===== src/rtl/decode_stage_if.sv =====
// decode_stage_if: fetch-side and issue-side valid/ready bundles of the decode stage.
interface decode_in_if #(parameter int XLEN = 32);
  logic            valid;
  logic            ready;
  logic [31:0]     instruction;
  logic [XLEN-1:0] pc;
  modport master (output valid, instruction, pc, input ready);
  modport slave (input valid, instruction, pc, output ready);
endinterface

interface decode_out_if #(parameter int XLEN = 32);
  logic            valid;
  logic            ready;
  logic [XLEN-1:0] pc;
  logic [4:0]      register1;
  logic [4:0]      register2;
  logic [4:0]      registerd;
  logic [6:0]      op_code;
  logic [2:0]      func3;
  logic [6:0]      func7;
  logic [2:0]      format;
  logic [XLEN-1:0] immediate;
  logic            illegal;
  modport master (output valid, pc, register1, register2, registerd, op_code, func3, func7,
                  format, immediate, illegal, input ready);
  modport slave (input valid, pc, register1, register2, registerd, op_code, func3, func7,
                 format, immediate, illegal, output ready);
endinterface


===== src/rtl/decode_stage.sv =====
// decode_stage: RV32I/RV64I format classification and immediate build,
// registered output backed by a one-entry skid so in_ready never sees out_ready.
module decode_stage #(
  parameter int XLEN = 32
) (
  input  logic         clock,
  input  logic         reset,
  input  logic         flush,
  decode_in_if.slave   in_if,
  decode_out_if.master out_if
);
  localparam logic [2:0] FMT_R = 3'd0;
  localparam logic [2:0] FMT_I = 3'd1;
  localparam logic [2:0] FMT_S = 3'd2;
  localparam logic [2:0] FMT_B = 3'd3;
  localparam logic [2:0] FMT_U = 3'd4;
  localparam logic [2:0] FMT_J = 3'd5;
  localparam logic [2:0] FMT_X = 3'd7;
  typedef struct packed {
    logic [XLEN-1:0] pc;
    logic [31:0]     instr;
    logic [2:0]      fmt;
    logic [XLEN-1:0] imm;
    logic            ill;
  } entry_t;
  logic [31:0]     ins;
  logic [2:0]      fmt;
  logic [XLEN-1:0] imm;
  entry_t          dec, m_d, m_q, s_d, s_q;
  logic            m_valid_d, m_valid_q, s_valid_d, s_valid_q;
  logic            acc, drn, adv;
  assign ins = in_if.instruction;
  always_comb begin
    fmt = FMT_X;
    case (ins[6:0])
      7'b0110011: fmt = FMT_R;
      7'b0010011, 7'b0000011, 7'b1100111, 7'b1110011, 7'b0001111: fmt = FMT_I;
      7'b0100011: fmt = FMT_S;
      7'b1100011: fmt = FMT_B;
      7'b0110111, 7'b0010111: fmt = FMT_U;
      7'b1101111: fmt = FMT_J;
      default: fmt = FMT_X;
    endcase
  end
  // Size casts of signed operands sign-extend each immediate to XLEN.
  always_comb begin
    imm = fmt == FMT_I ? XLEN'($signed(ins[31:20])) :
          fmt == FMT_S ? XLEN'($signed({ins[31:25], ins[11:7]})) :
          fmt == FMT_B ? XLEN'($signed({ins[31], ins[7], ins[30:25], ins[11:8], 1'b0})) :
          fmt == FMT_U ? XLEN'($signed({ins[31:12], 12'b0})) :
          fmt == FMT_J ? XLEN'($signed({ins[31], ins[19:12], ins[20], ins[30:21], 1'b0})) :
          '0;
    dec = {in_if.pc, ins, fmt, imm, fmt == FMT_X};
  end
  // M advances when empty or draining; it refills from S first so order is kept.
  always_comb begin
    acc       = in_if.valid && !s_valid_q;
    drn       = m_valid_q && out_if.ready;
    adv       = !m_valid_q || drn;
    m_valid_d = flush ? 1'b0 : adv ? (s_valid_q || acc) : 1'b1;
    s_valid_d = flush ? 1'b0 : adv ? 1'b0 : (s_valid_q || acc);
    m_d       = !adv ? m_q : s_valid_q ? s_q : acc ? dec : m_q;
    s_d       = (!adv && acc) ? dec : s_q;
  end
  always_ff @(posedge clock or posedge reset) begin
    if (reset) begin
      m_q       <= '0;
      s_q       <= '0;
      m_valid_q <= 1'b0;
      s_valid_q <= 1'b0;
    end else begin
      m_q       <= m_d;
      s_q       <= s_d;
      m_valid_q <= m_valid_d;
      s_valid_q <= s_valid_d;
    end
  end
  assign in_if.ready      = !s_valid_q;
  assign out_if.valid     = m_valid_q;
  assign out_if.pc        = m_q.pc;
  assign out_if.register1 = m_q.instr[19:15];
  assign out_if.register2 = m_q.instr[24:20];
  assign out_if.registerd = m_q.instr[11:7];
  assign out_if.op_code   = m_q.instr[6:0];
  assign out_if.func3     = m_q.instr[14:12];
  assign out_if.func7     = m_q.instr[31:25];
  assign out_if.format    = m_q.fmt;
  assign out_if.immediate = m_q.imm;
  assign out_if.illegal   = m_q.ill;
endmodule


===== src/flat_wrapper.sv =====
// flat-port wrapper written by rule: the top's interface ports become plain ports
module decode_stage_flat 
#(
  parameter int XLEN = 32
)
  (clock, reset, flush, in_if_valid, in_if_instruction, in_if_pc, in_if_ready, out_if_valid, out_if_pc, out_if_register1, out_if_register2, out_if_registerd, out_if_op_code, out_if_func3, out_if_func7, out_if_format, out_if_immediate, out_if_illegal, out_if_ready);
  decode_in_if #(.XLEN(XLEN)) in_if_i ();
  decode_out_if #(.XLEN(XLEN)) out_if_i ();
  input  logic clock;
  input  logic reset;
  input  logic flush;
  input wire logic [$bits(in_if_i.valid)-1:0] in_if_valid;
  input wire logic [$bits(in_if_i.instruction)-1:0] in_if_instruction;
  input wire logic [$bits(in_if_i.pc)-1:0] in_if_pc;
  output wire logic [$bits(in_if_i.ready)-1:0] in_if_ready;
  output wire logic [$bits(out_if_i.valid)-1:0] out_if_valid;
  output wire logic [$bits(out_if_i.pc)-1:0] out_if_pc;
  output wire logic [$bits(out_if_i.register1)-1:0] out_if_register1;
  output wire logic [$bits(out_if_i.register2)-1:0] out_if_register2;
  output wire logic [$bits(out_if_i.registerd)-1:0] out_if_registerd;
  output wire logic [$bits(out_if_i.op_code)-1:0] out_if_op_code;
  output wire logic [$bits(out_if_i.func3)-1:0] out_if_func3;
  output wire logic [$bits(out_if_i.func7)-1:0] out_if_func7;
  output wire logic [$bits(out_if_i.format)-1:0] out_if_format;
  output wire logic [$bits(out_if_i.immediate)-1:0] out_if_immediate;
  output wire logic [$bits(out_if_i.illegal)-1:0] out_if_illegal;
  input wire logic [$bits(out_if_i.ready)-1:0] out_if_ready;
  assign in_if_i.valid = in_if_valid;
  assign in_if_i.instruction = in_if_instruction;
  assign in_if_i.pc = in_if_pc;
  assign in_if_ready = in_if_i.ready;
  assign out_if_valid = out_if_i.valid;
  assign out_if_pc = out_if_i.pc;
  assign out_if_register1 = out_if_i.register1;
  assign out_if_register2 = out_if_i.register2;
  assign out_if_registerd = out_if_i.registerd;
  assign out_if_op_code = out_if_i.op_code;
  assign out_if_func3 = out_if_i.func3;
  assign out_if_func7 = out_if_i.func7;
  assign out_if_format = out_if_i.format;
  assign out_if_immediate = out_if_i.immediate;
  assign out_if_illegal = out_if_i.illegal;
  assign out_if_i.ready = out_if_ready;
  decode_stage #(.XLEN(XLEN)) u_core (.clock(clock), .reset(reset), .flush(flush), .in_if(in_if_i), .out_if(out_if_i));
endmodule

===== config.mk =====
export PLATFORM = sky130hd
export DESIGN_NAME = decode_stage_flat
export DESIGN_NICKNAME = d
export VERILOG_FILES = /design/src/rtl/decode_stage_if.sv /design/src/rtl/decode_stage.sv /design/src/flat_wrapper.sv
export SDC_FILE = /design/constraint.sdc
export NUM_CORES = 1
export LEC_CHECK = 0
export CAP_MARGIN = 15
export CELL_PAD_IN_SITES_DETAIL_PLACEMENT = 2
export CELL_PAD_IN_SITES_GLOBAL_PLACEMENT = 2
export CORE_UTILIZATION = 34
export DETAILED_ROUTE_END_ITERATION = 16
export GPL_TIMING_DRIVEN = 0
export PLACE_DENSITY = 0.95
export RECOVER_POWER = 50
export SLEW_MARGIN = 20
export SYNTH_ARGS = -nofsm -noshare
export SYNTH_HDL_FRONTEND = slang
export SYNTH_SLANG_ARGS = --single-unit

===== constraint.sdc =====
create_clock -name clock -period 13.2 [get_ports clock]
set_clock_uncertainty 0.05 [all_clocks]
set_input_delay 1.32 -clock clock [delete_from_list [all_inputs] [get_ports clock]]
set_output_delay 1.32 -clock clock [all_outputs]
set_load 0.03 [all_outputs]

==> metrics.yaml, run 1 <==
finalCriticalPeriod_ns: 7.270
syn-cell-area_sq_um: 8884
path_max_fanout: 90
timing.rr.end: "u_core.s_q[66]"
hp-class: "reg2reg"
violations: "capacitance limit, slew limit"
cp.arrival_ns: 6.65
min_path_cells: 2
portBuffers: 168
wl_per_cell_um: 27.65
num_rows: 58
setup_violations: 0
grt_pass1_vias: 9935
cts_hold_buffers: 0
drtIter0Drc: 764
min_from: "u_core.out_if.pc[20]"
clk_path_buf_depth: 3
cts-resized-gates: 0
synth_cells: 953
post_cts_buffers: 0
synthTopCellsByArea: "dfrtp_1 57%, nand2_1 12%, mux2i_1 7.3%, o21ai_0 5.5%, a21oi_1 3.1%"
instances_no_fill: 1498
post-route-drc-count: 0
drive_above_1_share_pct: 5.494
syn_avg_cell_area_sq_um: 9.322
critPathCaptureType: "async pin"
fillers: 2688
grt_max_degree: 91
synth.top_cell.area_share_pct: 56.90
clkSinkCount: 202
synth_nets: 1022
die_area_sq_um: 26780
synth_edf_count: 0
cp-start-kind: "primary input"
ios: 171
whs_ns: 0.4313
async_flop_share_pct: 100.0
period_share_pct: 55.07
path_class: "in2async"
placed_cells: 1453
core_area_sq_um: 25400
numCtsBuffers: 23
leakagePower_uw: 0.005103
power_density_nw_per_um2: 153.2
reg2regPathDepth: 7
min_delay_worst_endpoint: "u_core.out_if.pc[20]"
start_util_pct: 34.98
total_power_uw: 1798
gp_congestion: 0.8574
dp_slack_ns: 9.377
seq_area_frac_synth_pct: 56.90
h-tree-depth: 1
hold_violations: 0
routed-via-count: 8713
vdd_ir_drop_max_v: 0.00007610
max_freq_mhz: 137.6
fin_ws_ns: 5.930
die-height_um: 163.6
clk_pin_slew_worst_paths_ns: 0.06
first_pass_iters: 5
grt_setup_unrepaired: "no"
r2r_setup_slack_ns: 10.41
detail-route-antenna-nets: 0
synth-seq-cells: 202
synth_ff_type: "dfrtp_1"
drv_slew: 207
yosysWarnings: 0
die_w_um: 163.6
layout_common_cells: "292 x nand2_1, 202 x dfrtp_1, 123 x clkdlybuf4s50_1, 98 x o21ai_0, 65 x mux2i_1"
worstReg2RegStart: "u_core.s_valid_q"
fin_nets: 1217
worstPathRequired_ns: 12.58
grt_overflow: 0
area_growth_pct: 32.13
worst_pin_slew_ns: 5.052
cap_viol_max_count: 3
vias_per_cell: 5.816
cts_root_buffer: "clkbuf_16"
synth.distinct_cells: 47
status: "complete, but fails checks"
yosysTopAreaCell: "dfrtp_1"
tns_ns: 0
track_usage_pct: 31.27
dpl.hpwl_um: 26270
slew_headroom_pct: -236.8
grt_pass1_wl_um: 62320
wirelength_um: 41410
antenna_found_initial: 3
cts_tree: "yes"
mostFrequentLayoutCell: "nand2_1"
clk_latency_ns: 0.54
-- power by group --
group,switching (uW),internal (uW),leakage [uW]
sequential,68.6,714,0.00252
combinational,244,127,0.00221
clock,279,366,0.000374
total,592,1210,0.00510
-- worst max path at each step --
stage,to,cells past startpoint,slack [ns],startpoint
global route,u_core.out_if.func7[0],3,4.97,reset
floorplan,u_core.out_if.format[0],1,6.32,reset
CTS,in_if_ready,4,9.20,u_core.s_valid_q
detailed placement,u_core.out_if.func7[4],6,9.38,in_if_valid
global placement,u_core.s_q[74],2,3.34,reset
finish,u_core.s_q[74],3,5.93,reset
-- stage by stage --
step	cell area (sq um)	util, %
after floorplan	8884	-
after global placement	10980	43.22
after detailed placement	11040	43.48
after CTS	11780	46.39
after global routing	11740	46.20
final	11740	46.21
-- state kept, by name (all words and copies together) (netlist names) --
register                 cells
u_core.out_if.registerd      5
u_core.out_if.func3          3
u_core.out_if.register2      5
u_core.out_if.format         3
u_core.out_if.op_code        7
u_core.out_if.func7          7
u_core.s_q                 100
u_core.s_valid_q             1
u_core.out_if.pc            32
u_core.out_if.register1      5
u_core.out_if.valid          1
u_core.out_if.immediate     32
u_core.out_if.illegal        1
-- final cells by class --
type | count | area, sq um | share of cell area [%]
Clock inverter | 7 | 38.79 | 0.3305
Inverter | 7 | 27.53 | 0.2345
Tap cell | 330 | 412.9 | 3.518
Buffer | 64 | 259.0 | 2.207
Clock buffer | 35 | 700.7 | 5.970
Sequential cell | 202 | 5055 | 43.07
Antenna cell | 3 | 7.507 | 0.06396
Timing Repair Buffer | 170 | 1689 | 14.39
Multi-Input combinational cell | 680 | 3547 | 30.22
-- metal layers --
metal / part of all wire, % / track usage (%)
met1: 40 / 37.74
met5: 0 / 0
met2: 50 / 53.64
met4: 5.5 / 17.59
met3: 4.6 / 4.114
-- Yosys cell counts (3+ instances only) --
master and count:
nand2_1 292, dfrtp_1 202, o21ai_0 98, mux2i_1 65, a21oi_1 55, clkbuf_1 40, nor2_1 40, o21ai_1 19
and3_1 17, buf_2 15, a31oi_1 10, a221oi_1 9, buf_1 9, or3_1 9, inv_1 7, o22ai_1 7
nor3_1 6, o21bai_1 6, nand3_1 5, nor2b_1 4, a22oi_1 3, and2_1 3, o211ai_1 3, o31ai_1 3
-- cell families after synthesis --
kind of cell,Yosys count,share of synthesized area (%)
flops,202,56.90
xor+xnor,1,0.09861
mux,65,7.324
compound gates,224,14.25
buf+inv,71,3.211
simple gates,390,18.21
-- critical path, stage by stage --
cell           delay, ns
dlygate4sd3_1       0.55
clkinvlp_2          1.06
clkbuf_1            3.60
Power figures use the tool's default switching activity.
==> run 2, diff against run 1 <==
Settings changed: CORE_UTILIZATION 34 to 32, PLACE_DENSITY 0.95 to 0.9.
Clock period 13.2 ns to 7.5 ns, I/O delays scaled along.
==> run 2 against run 1 <==
Net effect: the run still ends with capacitance limit, slew limit left; sequential share of layout area is 0.36 points lower; total power is 76% higher; non-clock buffer count did not move; utilization decreased by 2.5 points; final area rose by 0.85%; register-to-register slack got worse by 6.3 ns; critical path depth up 1.
==> metrics.yaml, run 2 (synthesis results as in run 1) <==
status: "complete, but fails checks"
violations: "capacitance limit, slew limit"
worstPathRequired_ns: 7.56  # -5.02 ns
dpl.hpwl_um: 24460  # -6.9%
wl_met3_um: 1758  # -8.1%
max_freq_mhz: 224.5
r2r_setup_slack_ns: 4.07  # -6.34 ns
num_rows: 60  # +3.4%
finalCriticalPeriod_ns: 4.454
cp.arrival_ns: 4.52  # -2.13 ns
detail-route-antenna-nets: 0  # unchanged
largest_reg_flops: 100  # unchanged
layout_common_cells: "292 x nand2_1, 202 x dfrtp_1, 123 x clkdlybuf4s50_1, 99 x o21ai_0, 65 x mux2i_1"
wirelength_um: 36950  # -11%
reg2regPathDepth: 5  # -2
grt_setup_unrepaired: "no"
timing.rr.end: "u_core.out_if.func7[4]"
tns_ns: 0  # unchanged
worstReg2RegStart: "u_core.s_valid_q"
ios: 171  # unchanged
grt_pass1_wl_um: 56590  # -9.2%
grt_overflow: 0  # unchanged
clkSinkCount: 202  # unchanged
mostFrequentLayoutCell: "nand2_1"
critPathCaptureType: "async pin"
cts_tree: "yes"
fin_nets: 1218  # +0.082%
worst_pin_slew_ns: 2.395  # -2.656 ns
routed-via-count: 8368  # -4.0%
regMostFlops: "u_core.s_q"
cts-resized-gates: 0  # unchanged
start_util_pct: 32.78  # -2.2 points
numCtsBuffers: 24  # +4.3%
utilization_pct: 43.68  # -2.5 points
hold_violations: 0  # unchanged
first_pass_iters: 4  # -1
period_share_pct: 59.38
drive_above_1_share_pct: 5.322  # -0.17 points
area_growth_pct: 33.25
track_usage_pct: 26.14  # -5.1 points
drv_slew: 138  # -33%
grt_pass1_vias: 9437  # -5.0%
hp-class: "reg2reg"
slew_headroom_pct: -59.69  # +180 points
portBuffers: 168  # unchanged
clk_pin_slew_worst_paths_ns: 0.06  # about the same
vdd_ir_drop_max_v: 0.0001733  # +130%
total_power_uw: 3158  # +76%
antenna_found_initial: 2  # -1
setup_violations: 0  # unchanged
grt_max_degree: 94  # +3.3%
gp_congestion: 0.8626  # +0.61%
die_area_sq_um: 28430  # +6.2%
m1WireLength_um: 15190  # -7.5%
cp-start-kind: "primary input"
die_w_um: 168.6  # +3.0%
power_density_nw_per_um2: 266.7  # +74%
clk_latency_ns: 0.53  # about the same
crit_path_end: "u_core.out_if.pc[24]"
leakagePower_uw: 0.005118  # +0.30%
cts_hold_buffers: 0  # unchanged
post-route-drc-count: 0  # unchanged
path_max_fanout: 93  # +3.3%
post_cts_buffers: 0  # unchanged
crit_path_start: "reset"
instances_no_fill: 1539  # +2.7%
drtIter0Drc: 536  # -30%
h-tree-depth: 1  # unchanged
min_path_cells: 2  # unchanged
core_area_sq_um: 27100  # +6.7%
path_class: "in2async"
wl_per_cell_um: 24.01  # -13%
route.top_layer_used: "met4"
clk_path_buf_depth: 3  # unchanged
cap_viol_max_count: 3  # unchanged
whs_ns: 0.4259  # -0.005361 ns
vias_per_cell: 5.437  # -6.5%
cts_root_buffer: "clkbuf_16"
wl_met2_um: 17980  # -13%
placed_cells: 1495  # +2.9%
die-height_um: 168.6  # +3.0%
==> run 2: area by class of cell <==
class,count,area [sq um]
multi-input combinational,680,3543
antenna,2,5.005
fill,2906,15260
tap,372,465.4
sequential,202,5055
inverter,7,27.53
timing repair buffer,170,1714
clock buffer,36,706.9
clock inverter,6,61.31
buffer,64,259.0
==> run 2: worst min-delay path by stage <==
stage                    from        endpoint  slack (ns)
6_report       u_core.s_q[42]  u_core.s_q[42]        0.43
5_1_grt        u_core.s_q[97]  u_core.s_q[97]        0.46
4_1_cts        u_core.s_q[81]  u_core.s_q[81]        0.43
3_5_place_dp   u_core.s_q[81]  u_core.s_q[81]        0.42
3_3_place_gp    u_core.s_q[0]   u_core.s_q[0]        0.41
2_1_floorplan  u_core.s_q[12]  u_core.s_q[12]        0.39
==> run 2: per-stage QoR <==
step	instance area [sq um]	worst slack, ns
2_1_floorplan	8884	1.189
3_3_place_gp	11030	-1.781
3_5_place_dp	11100	4.105
4_1_cts	11870	4.125
5_1_grt	11840	2.419
6_report	11840	3.046
==> run 2: layer usage <==
layer / track usage, % / up-vias
met1: 32.80 / 4332
met3: 3.156 / 109
met4: 13.72 / 0
met5: 0 / -
met2: 44.31 / 289
li1: - / 3638
==> run 2: critical path: stages <==
cell	delay, ns
dlygate4sd3_1	0.54
clkinvlp_2	0.96
buf_16	0.38
clkbuf_2	1.73
==> run 2: power by group <==
part / internal [uW] / switching, uW
clock: 683 / 479
sequential: 1260 / 108
combinational: 225 / 407
total: 2160 / 994
==> run 3, diff against run 2 <==
Settings changed: CORE_UTILIZATION 32 to 29, PLACE_DENSITY 0.9 to 0.87.
Clock period 7.5 ns to 4 ns, I/O delays scaled along.
==> run 3 against run 2 <==
Net effect: utilization fell by 3.7 points; total power is 91% higher; highest routed layer unchanged; via count is 3.9% lower; critical path type is now reg2out; the run still ends with capacitance limit, slew limit left.
==> metrics.yaml, run 3 (synthesis results as in run 1) <==
status: "complete, but fails checks"
violations: "capacitance limit, slew limit"
grt_overflow: 0  # unchanged
detail-route-antenna-nets: 0  # unchanged
wirelength_um: 33670  # -8.9%
total_power_uw: 6016  # +91%
mostFrequentLayoutCell: "nand2_1"
cp.arrival_ns: 2.50  # -2.02 ns
cts_hold_buffers: 0  # unchanged
dpl.hpwl_um: 23790  # -2.7%
post-route-drc-count: 0  # unchanged
path_max_fanout: 10  # -89%
worstPathRequired_ns: 3.55  # -4.01 ns
antenna_found_initial: 0  # -2
tns_ns: 0  # unchanged
path_class: "reg2out"
cts_root_buffer: "clkbuf_16"
cts_tree: "yes"
cts-resized-gates: 0  # unchanged
fillers: 3219  # +11%
wl_per_cell_um: 21.58  # -10%
area_growth_pct: 34.49
fin_nets: 1223  # +0.41%
cp-start-kind: "flip-flop"
drive_above_1_share_pct: 5.556  # +0.23 points
num_rows: 63  # +5.0%
first_pass_iters: 4  # unchanged
drv_slew: 126  # -8.7%
setup_violations: 0  # unchanged
core_area_sq_um: 29870  # +10%
min_path_cells: 3  # +1
critPathCaptureType: "primary output"
worstReg2RegStart: "u_core.s_valid_q"
vdd_ir_drop_max_v: 0.0002393  # +38%
grt_setup_unrepaired: "no"
gp_congestion: 0.8449  # -2.1%
hp-class: "in2reg"
clk_path_buf_depth: 3  # unchanged
finalCriticalPeriod_ns: 2.950
period_share_pct: 73.75
leakagePower_uw: 0.005172  # +1.1%
power_density_nw_per_um2: 503.5  # +89%
cap_viol_max_count: 4  # +1
timing.rr.end: "u_core.out_if.immediate[16]"
post_cts_buffers: 0  # unchanged
portBuffers: 168  # unchanged
start_util_pct: 29.74  # -3.0 points
min_delay_worst_endpoint: "u_core.out_if.func7[6]"
die_w_um: 177.0  # +5.0%
clkSinkCount: 202  # unchanged
slew_headroom_pct: -27.76  # +32 points
grt_max_degree: 33  # -65%
h-tree-depth: 1  # unchanged
hold_violations: 0  # unchanged
layout_common_cells: "292 x nand2_1, 202 x dfrtp_1, 119 x clkdlybuf4s50_1, 98 x o21ai_0, 65 x mux2i_1"
routed-via-count: 8042  # -3.9%
r2r_setup_slack_ns: 1.21  # -2.86 ns
grt_pass1_vias: 9202  # -2.5%
numCtsBuffers: 25  # +4.2%
grt_pass1_wl_um: 52700  # -6.9%
ios: 171  # unchanged
regMostFlops: "u_core.s_q"
max_freq_mhz: 339.0
fin_ws_ns: 1.050  # -1.996 ns
drtIter0Drc: 291  # -46%
clk_latency_ns: 0.52  # about the same
min_from: "in_if_instruction[31]"
dp_slack_ns: 0.9363  # -3.169 ns
track_usage_pct: 21.86  # -4.3 points
largest_reg_flops: 100  # unchanged
vias_per_cell: 5.155  # -5.2%
die_area_sq_um: 31340  # +10%
worst_pin_slew_ns: 1.916  # -0.4790 ns
reg2regPathDepth: 6  # +1
clk_pin_slew_worst_paths_ns: 0.06  # about the same
antennaDiodeCount: 0  # -2
die-height_um: 177.0  # +5.0%
[run 3: cell types whose count changed in the layout (fill, tap and decap cells not counted), moves of 2 or more]
cell,change
buf_12,+2
clkbuf_1,+2
dlygate4sd3_1,+4
clkbuf_8,+3
clkdlybuf4s50_1,-4
bufinv_16,+2
diode_2,-2
[run 3: worst max-delay path by stage]
| stage | start | to | cells past startpoint |
|---|---|---|---|
| 2_1_floorplan | reset | u_core.out_if.format[0] | 1 |
| 3_3_place_gp | reset | u_core.out_if.pc[2] | 2 |
| 3_5_place_dp | in_if_valid | u_core.out_if.immediate[3] | 6 |
| 4_1_cts | u_core.s_valid_q | in_if_ready | 4 |
| 5_1_grt | reset | u_core.s_q[62] | 3 |
| 6_report | u_core.s_valid_q | in_if_ready | 4 |
[run 3: area by class of cell]
cell class / instances / area (sq um) / area share [%]
Inverter: 7 / 27.53 / 0.2304
Clock inverter: 6 / 105.1 / 0.8797
Tap cell: 390 / 488.0 / 4.084
Timing Repair Buffer: 174 / 1737 / 14.54
Multi-Input combinational cell: 680 / 3536 / 29.59
Sequential cell: 202 / 5055 / 42.31
Buffer: 64 / 259.0 / 2.168
Clock buffer: 37 / 740.7 / 6.200
[run 3: metal layers]
metal	routed length (um)	vias to the layer above	GRT usage [%]
met5	0	-	0
met4	1044	0	7.866
met3	1504	64	2.985
met2	16730	181	37.39
met1	14390	4162	28.05
li1	-	3635	-
[run 3: critical path, stage by stage, from the launching register on]
cell             delay [ns]
dfrtp_1                0.39
buf_2                  0.23
inv_1                  0.16
clkbuf_1               0.40
clkdlybuf4s50_1        0.80
[run 3: metrics by stage]
step	util, %	hold WS (ns)	instances	area, sq um
after floorplan	-	0.3908	953	8887
after global routing	39.99	0.3771	1560	11950
after CTS	40.26	0.2776	1560	12030
after global placement	37.01	0.4059	1511	11060
final	39.99	0.3419	1560	11950
after detailed placement	37.43	0.4169	1517	11180
[run 3: power by group]
part / switching [uW] / internal (uW) / total [uW]
registers: 186 / 2360 / 2540
clock network: 875 / 1460 / 2340
logic: 718 / 420 / 1140
total: 1780 / 4240 / 6020
